**config.mk**
```make
export PLATFORM = sky130hd
export DESIGN_NAME = cam_pixel_packer
export DESIGN_NICKNAME = d
export VERILOG_FILES = /design/src/rtl/cam_pkg.sv /design/src/rtl/cam_pixel_packer_sync.sv /design/src/rtl/cam_pixel_packer.sv
export SDC_FILE = /design/constraint.sdc
export NUM_CORES = 1
export LEC_CHECK = 0
export CAP_MARGIN = 25
export CORE_MARGIN = 1
export CORE_UTILIZATION = 50
export DETAILED_ROUTE_END_ITERATION = 16
export DONT_BUFFER_PORTS = 1
export PLACE_DENSITY = 0.74
export SKIP_CTS_REPAIR_TIMING = 1
export SLEW_MARGIN = 30
export SYNTH_ARGS = -nofsm -noshare
export SYNTH_HDL_FRONTEND = slang
export SYNTH_SLANG_ARGS = --single-unit
```
**constraint.sdc**
```tcl
create_clock -name clk -period 2 [get_ports clk]
set_clock_uncertainty 0.05 [all_clocks]
set_input_delay 0.6 -clock clk [delete_from_list [all_inputs] [get_ports clk]]
set_output_delay 0.6 -clock clk [all_outputs]
set_load 0.005 [all_outputs]
```
**src/rtl/cam_pkg.sv**
```systemverilog
// Shared definitions for the OV7670 capture front end.
//  - cap_state_t : capture FSM state encoding
//  - RGB565 -> RGB332 field slices and the packing helper
//  - default frame geometry
package cam_pkg;

  typedef enum logic [1:0] {
    ST_IDLE    = 2'd0,
    ST_WAIT_VS = 2'd1,
    ST_SYNC    = 2'd2,
    ST_CAPTURE = 2'd3
  } cap_state_t;

  localparam int DEF_H_PIXELS = 640;
  localparam int DEF_V_LINES  = 480;

  // The camera sends RGB565 as hi = {R[4:0],G[5:3]}, lo = {G[2:0],B[4:0]}.
  // RGB332 keeps the top bits of each colour field:
  //   R[4:2] = hi[7:5], G[5:3] = hi[2:0], B[4:3] = lo[4:3].
  localparam int R_HI_MSB = 7;
  localparam int R_HI_LSB = 5;
  localparam int G_HI_MSB = 2;
  localparam int G_HI_LSB = 0;
  localparam int B_LO_MSB = 4;
  localparam int B_LO_LSB = 3;

  function automatic logic [7:0] rgb565_to_332(input logic [7:0] hi, input logic [7:0] lo);
    return {hi[R_HI_MSB:R_HI_LSB], hi[G_HI_MSB:G_HI_LSB], lo[B_LO_MSB:B_LO_LSB]};
  endfunction

endpackage

```
**src/rtl/cam_pixel_packer_sync.sv**
```systemverilog
// Camera pin synchroniser.
// All camera pins share one SYNC_STAGES-deep chain so pclk, vsync, href and
// data stay mutually aligned after synchronisation.
// Ports:
//   clk, rst              system clock, synchronous active-high reset
//   pclk_i .. data_i      raw asynchronous camera pins
//   vsync_s, href_s,
//   data_s                synchronised levels
//   pclk_rise             1-clk strobe on synced pclk 0->1
//   vsync_rise/_fall      1-clk strobes on synced vsync edges
//   href_fall             1-clk strobe on synced href 1->0
module cam_in_sync #(
  parameter int SYNC_STAGES = 2
) (
  input  logic       clk,
  input  logic       rst,
  input  logic       pclk_i,
  input  logic       vsync_i,
  input  logic       href_i,
  input  logic [7:0] data_i,
  output logic       vsync_s,
  output logic       href_s,
  output logic [7:0] data_s,
  output logic       pclk_rise,
  output logic       vsync_rise,
  output logic       vsync_fall,
  output logic       href_fall
);

  localparam int W = 11;

  logic [SYNC_STAGES-1:0][W-1:0] stage_q, stage_d;
  logic [2:0]                    prev_q, prev_d;   // {pclk, vsync, href} one clk ago
  logic                          pclk_s;

  assign {pclk_s, vsync_s, href_s, data_s} = stage_q[SYNC_STAGES-1];

  always_comb begin
    stage_d = {stage_q[SYNC_STAGES-2:0], {pclk_i, vsync_i, href_i, data_i}};
    prev_d  = {pclk_s, vsync_s, href_s};
  end

  always_ff @(posedge clk) begin
    if (rst) begin
      stage_q <= '0;
      prev_q  <= '0;
    end else begin
      stage_q <= stage_d;
      prev_q  <= prev_d;
    end
  end

  assign pclk_rise  =  pclk_s  & ~prev_q[2];
  assign vsync_rise =  vsync_s & ~prev_q[1];
  assign vsync_fall = ~vsync_s &  prev_q[1];
  assign href_fall  = ~href_s  &  prev_q[0];

endmodule

```
**src/rtl/cam_pixel_packer.sv**
```systemverilog
// OV7670 capture front end running entirely in the clk domain.
// Synchronises the camera pins, pairs RGB565 bytes into pixels, reduces them
// to RGB332 and writes one frame into the frame buffer at linear addresses.
// Ports:
//   clk, rst          system clock (>= 4x cam_pclk), synchronous active-high reset
//   cam_*             raw camera pins (pclk is sampled as data)
//   cap_start         1-clk pulse arming a capture (accepted only in IDLE)
//   cap_continuous    re-arm automatically after each frame
//   fb_we/addr/data   registered frame-buffer write port
//   busy              FSM outside IDLE
//   frame_done        1-clk pulse at the end of each captured frame
//   err_odd_byte      sticky: line ended with half a pixel pending
//   err_overflow      sticky: frame carried more than H_PIXELS*V_LINES pixels
module cam_pixel_packer
  import cam_pkg::*;
#(
  parameter int H_PIXELS    = DEF_H_PIXELS,
  parameter int V_LINES     = DEF_V_LINES,
  parameter int ADDR_W      = 19,
  parameter int SYNC_STAGES = 2
) (
  input  logic              clk,
  input  logic              rst,
  input  logic              cam_pclk,
  input  logic              cam_vsync,
  input  logic              cam_href,
  input  logic [7:0]        cam_data,
  input  logic              cap_start,
  input  logic              cap_continuous,
  output logic              fb_we,
  output logic [ADDR_W-1:0] fb_addr,
  output logic [7:0]        fb_data,
  output logic              busy,
  output logic              frame_done,
  output logic              err_odd_byte,
  output logic              err_overflow
);

  // One extra bit so the saturated count can equal 2**ADDR_W.
  localparam logic [ADDR_W:0] PIX_TOTAL = (ADDR_W+1)'(H_PIXELS * V_LINES);
  localparam logic [ADDR_W:0] ADDR_ONE  = {{ADDR_W{1'b0}}, 1'b1};

  logic       vsync_s, href_s;
  logic [7:0] data_s;
  logic       pclk_rise, vsync_rise, vsync_fall, href_fall;

  cam_in_sync #(
    .SYNC_STAGES (SYNC_STAGES)
  ) u_sync (
    .clk        (clk),
    .rst        (rst),
    .pclk_i     (cam_pclk),
    .vsync_i    (cam_vsync),
    .href_i     (cam_href),
    .data_i     (cam_data),
    .vsync_s    (vsync_s),
    .href_s     (href_s),
    .data_s     (data_s),
    .pclk_rise  (pclk_rise),
    .vsync_rise (vsync_rise),
    .vsync_fall (vsync_fall),
    .href_fall  (href_fall)
  );

  cap_state_t        state_q, state_d;
  logic              phase_q, phase_d;
  logic [7:0]        hi_q, hi_d;
  logic [ADDR_W:0]   addr_q, addr_d;
  logic              fb_we_q, fb_we_d;
  logic [ADDR_W-1:0] fb_addr_q, fb_addr_d;
  logic [7:0]        fb_data_q, fb_data_d;
  logic              frame_done_q, frame_done_d;
  logic              err_odd_q, err_odd_d;
  logic              err_ovf_q, err_ovf_d;

  always_comb begin
    state_d      = state_q;
    phase_d      = phase_q;
    hi_d         = hi_q;
    addr_d       = addr_q;
    fb_we_d      = 1'b0;
    fb_addr_d    = fb_addr_q;
    fb_data_d    = fb_data_q;
    frame_done_d = 1'b0;
    err_odd_d    = err_odd_q;
    err_ovf_d    = err_ovf_q;

    unique case (state_q)
      ST_IDLE: begin
        if (cap_start) begin
          state_d   = ST_WAIT_VS;
          err_odd_d = 1'b0;
          err_ovf_d = 1'b0;
        end
      end

      // Waiting for vertical blank first means a frame already on the bus
      // is never captured from its middle.
      ST_WAIT_VS: begin
        if (vsync_s) begin
          state_d = ST_SYNC;
        end
      end

      ST_SYNC: begin
        if (vsync_fall) begin
          addr_d  = '0;
          phase_d = 1'b0;
          state_d = ST_CAPTURE;
        end
      end

      ST_CAPTURE: begin
        if (href_fall && phase_q) begin
          // Line ended mid-pixel: discard the stored hi byte.
          err_odd_d = 1'b1;
          phase_d   = 1'b0;
        end else if (pclk_rise && href_s) begin
          if (!phase_q) begin
            hi_d    = data_s;
            phase_d = 1'b1;
          end else begin
            phase_d = 1'b0;
            if (addr_q < PIX_TOTAL) begin
              fb_we_d   = 1'b1;
              fb_addr_d = addr_q[ADDR_W-1:0];
              fb_data_d = rgb565_to_332(hi_q, data_s);
              addr_d    = addr_q + ADDR_ONE;
            end else begin
              err_ovf_d = 1'b1;
            end
          end
        end

        if (vsync_rise) begin
          frame_done_d = 1'b1;
          state_d      = cap_continuous ? ST_WAIT_VS : ST_IDLE;
        end
      end

      default: state_d = ST_IDLE;
    endcase
  end

  always_ff @(posedge clk) begin
    if (rst) begin
      state_q      <= ST_IDLE;
      phase_q      <= 1'b0;
      hi_q         <= '0;
      addr_q       <= '0;
      fb_we_q      <= 1'b0;
      fb_addr_q    <= '0;
      fb_data_q    <= '0;
      frame_done_q <= 1'b0;
      err_odd_q    <= 1'b0;
      err_ovf_q    <= 1'b0;
    end else begin
      state_q      <= state_d;
      phase_q      <= phase_d;
      hi_q         <= hi_d;
      addr_q       <= addr_d;
      fb_we_q      <= fb_we_d;
      fb_addr_q    <= fb_addr_d;
      fb_data_q    <= fb_data_d;
      frame_done_q <= frame_done_d;
      err_odd_q    <= err_odd_d;
      err_ovf_q    <= err_ovf_d;
    end
  end

  assign fb_we        = fb_we_q;
  assign fb_addr      = fb_addr_q;
  assign fb_data      = fb_data_q;
  assign busy         = (state_q != ST_IDLE);
  assign frame_done   = frame_done_q;
  assign err_odd_byte = err_odd_q;
  assign err_overflow = err_ovf_q;

endmodule

```
Word-level counts from Yosys, hierarchy flattened
Cells that the tools add are included.
{"block": "word_totals", "input_bits": 15, "ff_bits": 87, "output_inout_bits": 32, "wordCells": 83}
{"block": "classes", "muxes": 27, "n_lt_le_gt_ge": 1, "n_bitwise": 12, "n_reduce_logical": 15, "eq_ne": 14, "n_addsub": 1}
{"cell": "2-to-1 mux 20 bit", "count": 5}
{"cell": "case mux 20 bit (2 select lines)", "count": 1}
{"cell": "adder 20 x 1 -> 20 bit (second input constant)", "count": 1}
{"cell": "less-than comparator 20 x 19 -> 1 bit (second input constant)", "count": 1}
{"cell": "!= test 2 bit (second input constant)", "count": 7}
{"cell": "2-to-1 mux 1 bit", "count": 13}
{"cell": "AND reduction 6 bit", "count": 2}
{"cell": "2-to-1 mux 2 bit", "count": 4}
{"cell": "NOT 1 bit", "count": 8}
{"cell": "case mux 2 bit (4 select lines)", "count": 1}
{"cell": "AND reduction 4 bit", "count": 2}
{"cell": "!= test 2 x 1 -> 1 bit (second input constant)", "count": 3}
{"cell": "case mux 1 bit (2 select lines)", "count": 3}
{"cell": "AND reduction 3 bit", "count": 2}
{"cell": "nonzero test 2 bit", "count": 3}
{"cell": "AND reduction 5 bit", "count": 1}
{"cell": "OR reduction 5 bit", "count": 1}
{"cell": "AND 1 bit", "count": 4}
{"cell": "== test 2 bit (second input constant)", "count": 2}
{"cell": "!= test 3 bit (second input constant)", "count": 1}
{"cell": "== test 2 x 1 -> 1 bit (second input constant)", "count": 1}
{"cell": "logical AND 1 bit", "count": 2}
{"cell": "zero test 2 bit", "count": 1}
{"cell": "OR reduction 2 bit", "count": 1}

Depth between registers and ports, before layout
{"block": "depth", "word_depth": 6, "ltp_mapped": 8, "ltp_nobuf": 7}

Hierarchy
From an unflattened synthesis, not the netlist that was laid out.
{"block": "unflattened", "cells_unflattened": 384, "hier_area_um2": 3358.2}
{"module": "cam_pixel_packer", "seq_area_each_um2": 1201.2, "instances": 1, "area_each_um2": 2651.3, "cells_per_inst": 328}
{"module": "cam_in_sync", "seq_area_each_um2": 500.5, "instances": 1, "area_each_um2": 706.9, "cells_per_inst": 56}

Worst setup path before layout
No wires, ideal clock.
{"block": "synth_path", "path_kind": "register -> register", "start": "register addr_q[14]", "end": "register addr_q[12]", "required_time_ns": 1.876, "setup_time_ns": 0.074, "path_buffers": 0, "path_stages_with_launch": 6, "synth_period_minus_slack_ns": 1.936, "path_slack_ns": 0.064, "arrival_ns": 1.811, "cell_sequence": "dfxtp_1 a21o_1 a2111o_1 or3_1 or3_1 a31oi_1"}
{"block": "synth_via", "elab_chain_len": 3}
{"item": "from (decl)", "line": "cam_pixel_packer.sv:68", "rtl": "logic [ADDR_W:0] addr_q, addr_d;"}
{"item": "from (signal assigned)", "line": "cam_pixel_packer.sv:161", "rtl": "addr_q <= addr_d;"}
{"item": "less-than comparator 20 x 19 -> 1 bit", "line": "cam_pixel_packer.sv:124", "rtl": "if (addr_q < PIX_TOTAL) begin"}
{"item": "!= test 2 bit (no source line)"}
{"item": "AND reduction 6 bit (no source line)"}
No other way between the ends.
A chain may end at the register's enable or synchronous reset.

Worst setup path in the final report
{"block": "layout_path", "start": "register addr_q[12]", "end": "register addr_q[12]"}
{"block": "layout_via", "elab_chain_len": 6, "word_cells_on_any_way": 9, "classes_between": "add/sub (1); order compare (1); eq/ne (1); mux (5); reduce/logical (1)"}
{"item": "adder 20 x 1 -> 20 bit", "line": "cam_pixel_packer.sv:128", "rtl": "addr_d = addr_q + ADDR_ONE;"}
{"item": "2-to-1 mux 20 bit", "line": "cam_pixel_packer.sv:124"}
{"item": "2-to-1 mux 20 bit", "line": "cam_pixel_packer.sv:119", "rtl": "if (!phase_q) begin"}
{"item": "2-to-1 mux 20 bit", "line": "cam_pixel_packer.sv:118", "rtl": "end else if (pclk_rise && href_s) begin"}
{"item": "2-to-1 mux 20 bit", "line": "cam_pixel_packer.sv:114", "rtl": "if (href_fall && phase_q) begin"}
{"item": "case mux 20 bit (2 select lines)", "line": "cam_pixel_packer.sv:88", "rtl": "unique case (state_q)"}
Parallel ways exist; a longest one is shown, timed or not. The select of a mux whose other input is x is not followed.

==> impl_results.md <==
- Final wirelength: 7440 um
- Syn nets: 411
- Ant. Diodes: 0
- P_leak: 1.36 nW
- RSZ-0062 raised after global routing: true
- Max-slew headroom: 73.9%
- Setup TNS: 0 ns
- CTS sink cnt: 85
- Vias in the first global route: 2614
- Fin crit period: 1.95 ns
- Root buffer cell: clkbuf_8
- Pwr per Cell Area: 951 nW/um^2
- Worst reg2reg startpoint: addr_q[12]
- Die Y: 83.7 um
- Synth Cell Area: 3340 um^2
- Antenna violations before repair: 0
- Die Wd: 83.7 um
- Drt drc: 0
- Final Util: 61.1%
- Yosys top cell area share: 50.9%
- Setup CP Type: flip-flop to flip-flop
- Clock transition at path regs: 0.09 ns
- VDD IR-drop max: 0.635 mV
- Yosys reg bits: 85
- Slew @ Worst Pin: 0.389 ns
- Clock latency on the worst-skew pair: 0.36 ns
- RR Endpoint: addr_q[12]
- First-pass GRT wire length: 12200 um
- Sequential element share of the synthesized area: 50.9%
- Worst Setup SP: addr_q[12]
- Maximum clock rate: 513 MHz
- Global route overflow: 0
- Placed Cells: 480
- Worst Reg-to-Reg Cells: 5
- Port bufs: 0
- Max cap viols: 0
- Non-Filler Instances: 496
- Most frequent cells in the layout: dfxtp_1, nand2_1, a21oi_1, buf_4, nor2b_1
- CTS Buf Count: 9
- Fill count: 566
- Max Root-Sink Buffers: 2
- R2R setup slack: 0.05 ns
- H-tree depth: 3
- DP Area: 3610 um^2
- Gate Count Post-Synth: 391
- Post-route ant nets: 0
- Tcrit/Tclk final: 97.4%
- Post-synth top flop: dfxtp_1
- Hold_ws: 0.258 ns
- Gpl congestion: 0.856
- Core Box Area: 6390 um^2
- Initial Utilization: 52.3%
- Syn-to-layout area delta: 16.7%
- Starting DRC count in detailed routing: 173
- EDFF count, synth: 0
- Via density: 5.65
- I/O pins: 47
- Tot GR Track Use: 21.8%
- Nets: 434
- Post-synthesis area per instance: 8.54 um^2
- Worst setup path endpoint: addr_q[12]
- Min-delay worst type: primary input to flip-flop
- Vias post-DR: 2800
- Yosys top cell by area: dfxtp_1
- Drt first pass iters: 5
- Setup Viol. Count Final: 0
- Commonest non-fill, non-tap cell in the layout: dfxtp_1
- Full die area: 7010 um^2
- Fin area: 3900 um^2
- Slew Viols, Final: 0
- Wirelength per Cell: 15.0 um
- Status: finished, final reports clean
- CP arrival: 2.18 ns
- Worst setup EP type: flip-flop
- CTS tree: built
- Yosys warns: 0
- DPL Wire Length: 4860 um
- Share of cells above drive strength 1: 14.6%
- Row cnt: 29
- Crit-path max FO: 6
- Netlist cell types: 41
- Top post-synthesis cells by area: dfxtp_1, nand2_1, a21oi_1
- Final hold violations: 0
- Asr flop ratio synth: 0%
- Largest net degree at the start of global routing: 88
- Crit start category: flip-flop
- Worst EP required: 2.23 ns
-- registers in the layout, summed over array words and instances, names as in the netlist, 2 cells and up --
| register | count |
|---|---|
| addr_q | 20 |
| fb_addr | 19 |
| fb_data | 8 |
| hi_q | 6 |
| state_q | 2 |
| u_sync.data_s | 8 |
| u_sync.prev_q | 3 |
| u_sync.stage_d | 11 |
-- power by group --
group | internal (mW) | switching [mW]
clock network | 0.851 | 0.650
logic | 0.177 | 0.266
registers | 1.73 | 0.0300
total | 2.76 | 0.947
-- worst max-delay path: stages, from the launching register on --
cell and delay, ns:
dfxtp_2 0.33, a21o_1 0.22, a2111o_1 0.48, or3_1 0.36, or3_1 0.31, a31oi_1 0.13
-- cell usage after synthesis, drive strengths merged, types with 8 or more instances --
library cell  number
nand3             13
nand2             77
inv                8
o21ai             17
nor3               8
dfxtp             85
nor2b             27
a31oi              9
clkbuf            18
a21oi             52
or3               10
nor2              12
-- how the worst min path moves through the flow --
stage | startpoint | to | depth (start not counted)
2_1_floorplan | u_sync.stage_d[11] | u_sync.data_s[0] | 1
3_3_place_gp | u_sync.data_s[2] | hi_q[2] | 2
3_5_place_dp | u_sync.data_s[4] | fb_data[1] | 2
4_1_cts | rst | fb_addr[6] | 1
5_1_grt | rst | hi_q[1] | 1
6_report | rst | u_sync.stage_d[19] | 1
-- metrics by stage --
| stage | total power, mW | setup WS (ns) |
|---|---|---|
| final | 3.71 | 0.0520 |
| after global routing | 3.86 | -0.0217 |
| after detailed placement | 2.20 | 0.0350 |
| after global placement | 2.18 | 0.0384 |
| after CTS | 3.70 | -0.0126 |
| after floorplan | 2.08 | 0.0643 |
-- layout make-up --
class | instances | area [um^2] | share of cell area [%]
clock buffers | 9 | 124 | 3.18
clock inverters | 7 | 129 | 3.31
multi-input cells | 277 | 1550 | 39.8
well taps | 77 | 96.3 | 2.47
flip-flops and latches | 85 | 1710 | 43.8
repair buffers | 33 | 260 | 6.68
inverters | 8 | 30.0 | 0.770
-- per-layer routing --
layer | global-route usage (%) | wire, um | vias to the layer above
met2 | 37.0 | 3820 | 70
li1 | - | - | 1405
met3 | 6.33 | 344 | 12
met1 | 26.4 | 3180 | 1313
met4 | 7.55 | 94 | 0
met5 | 0 | 0 | -
-- cell families (layout without fill, tap and decap cells) --
logic type      count (synthesis)  after routing  synth area share (%)
simple gates                  170            170                  25.0
compound gates                 98             98                  17.6
flops                          85             85                  50.9
buf+inv                        29             57                  3.37
fa+ha+maj                       5              5                  1.87
mux                             4              4                  1.27
Note: power is estimated with default switching activity, not from simulation.
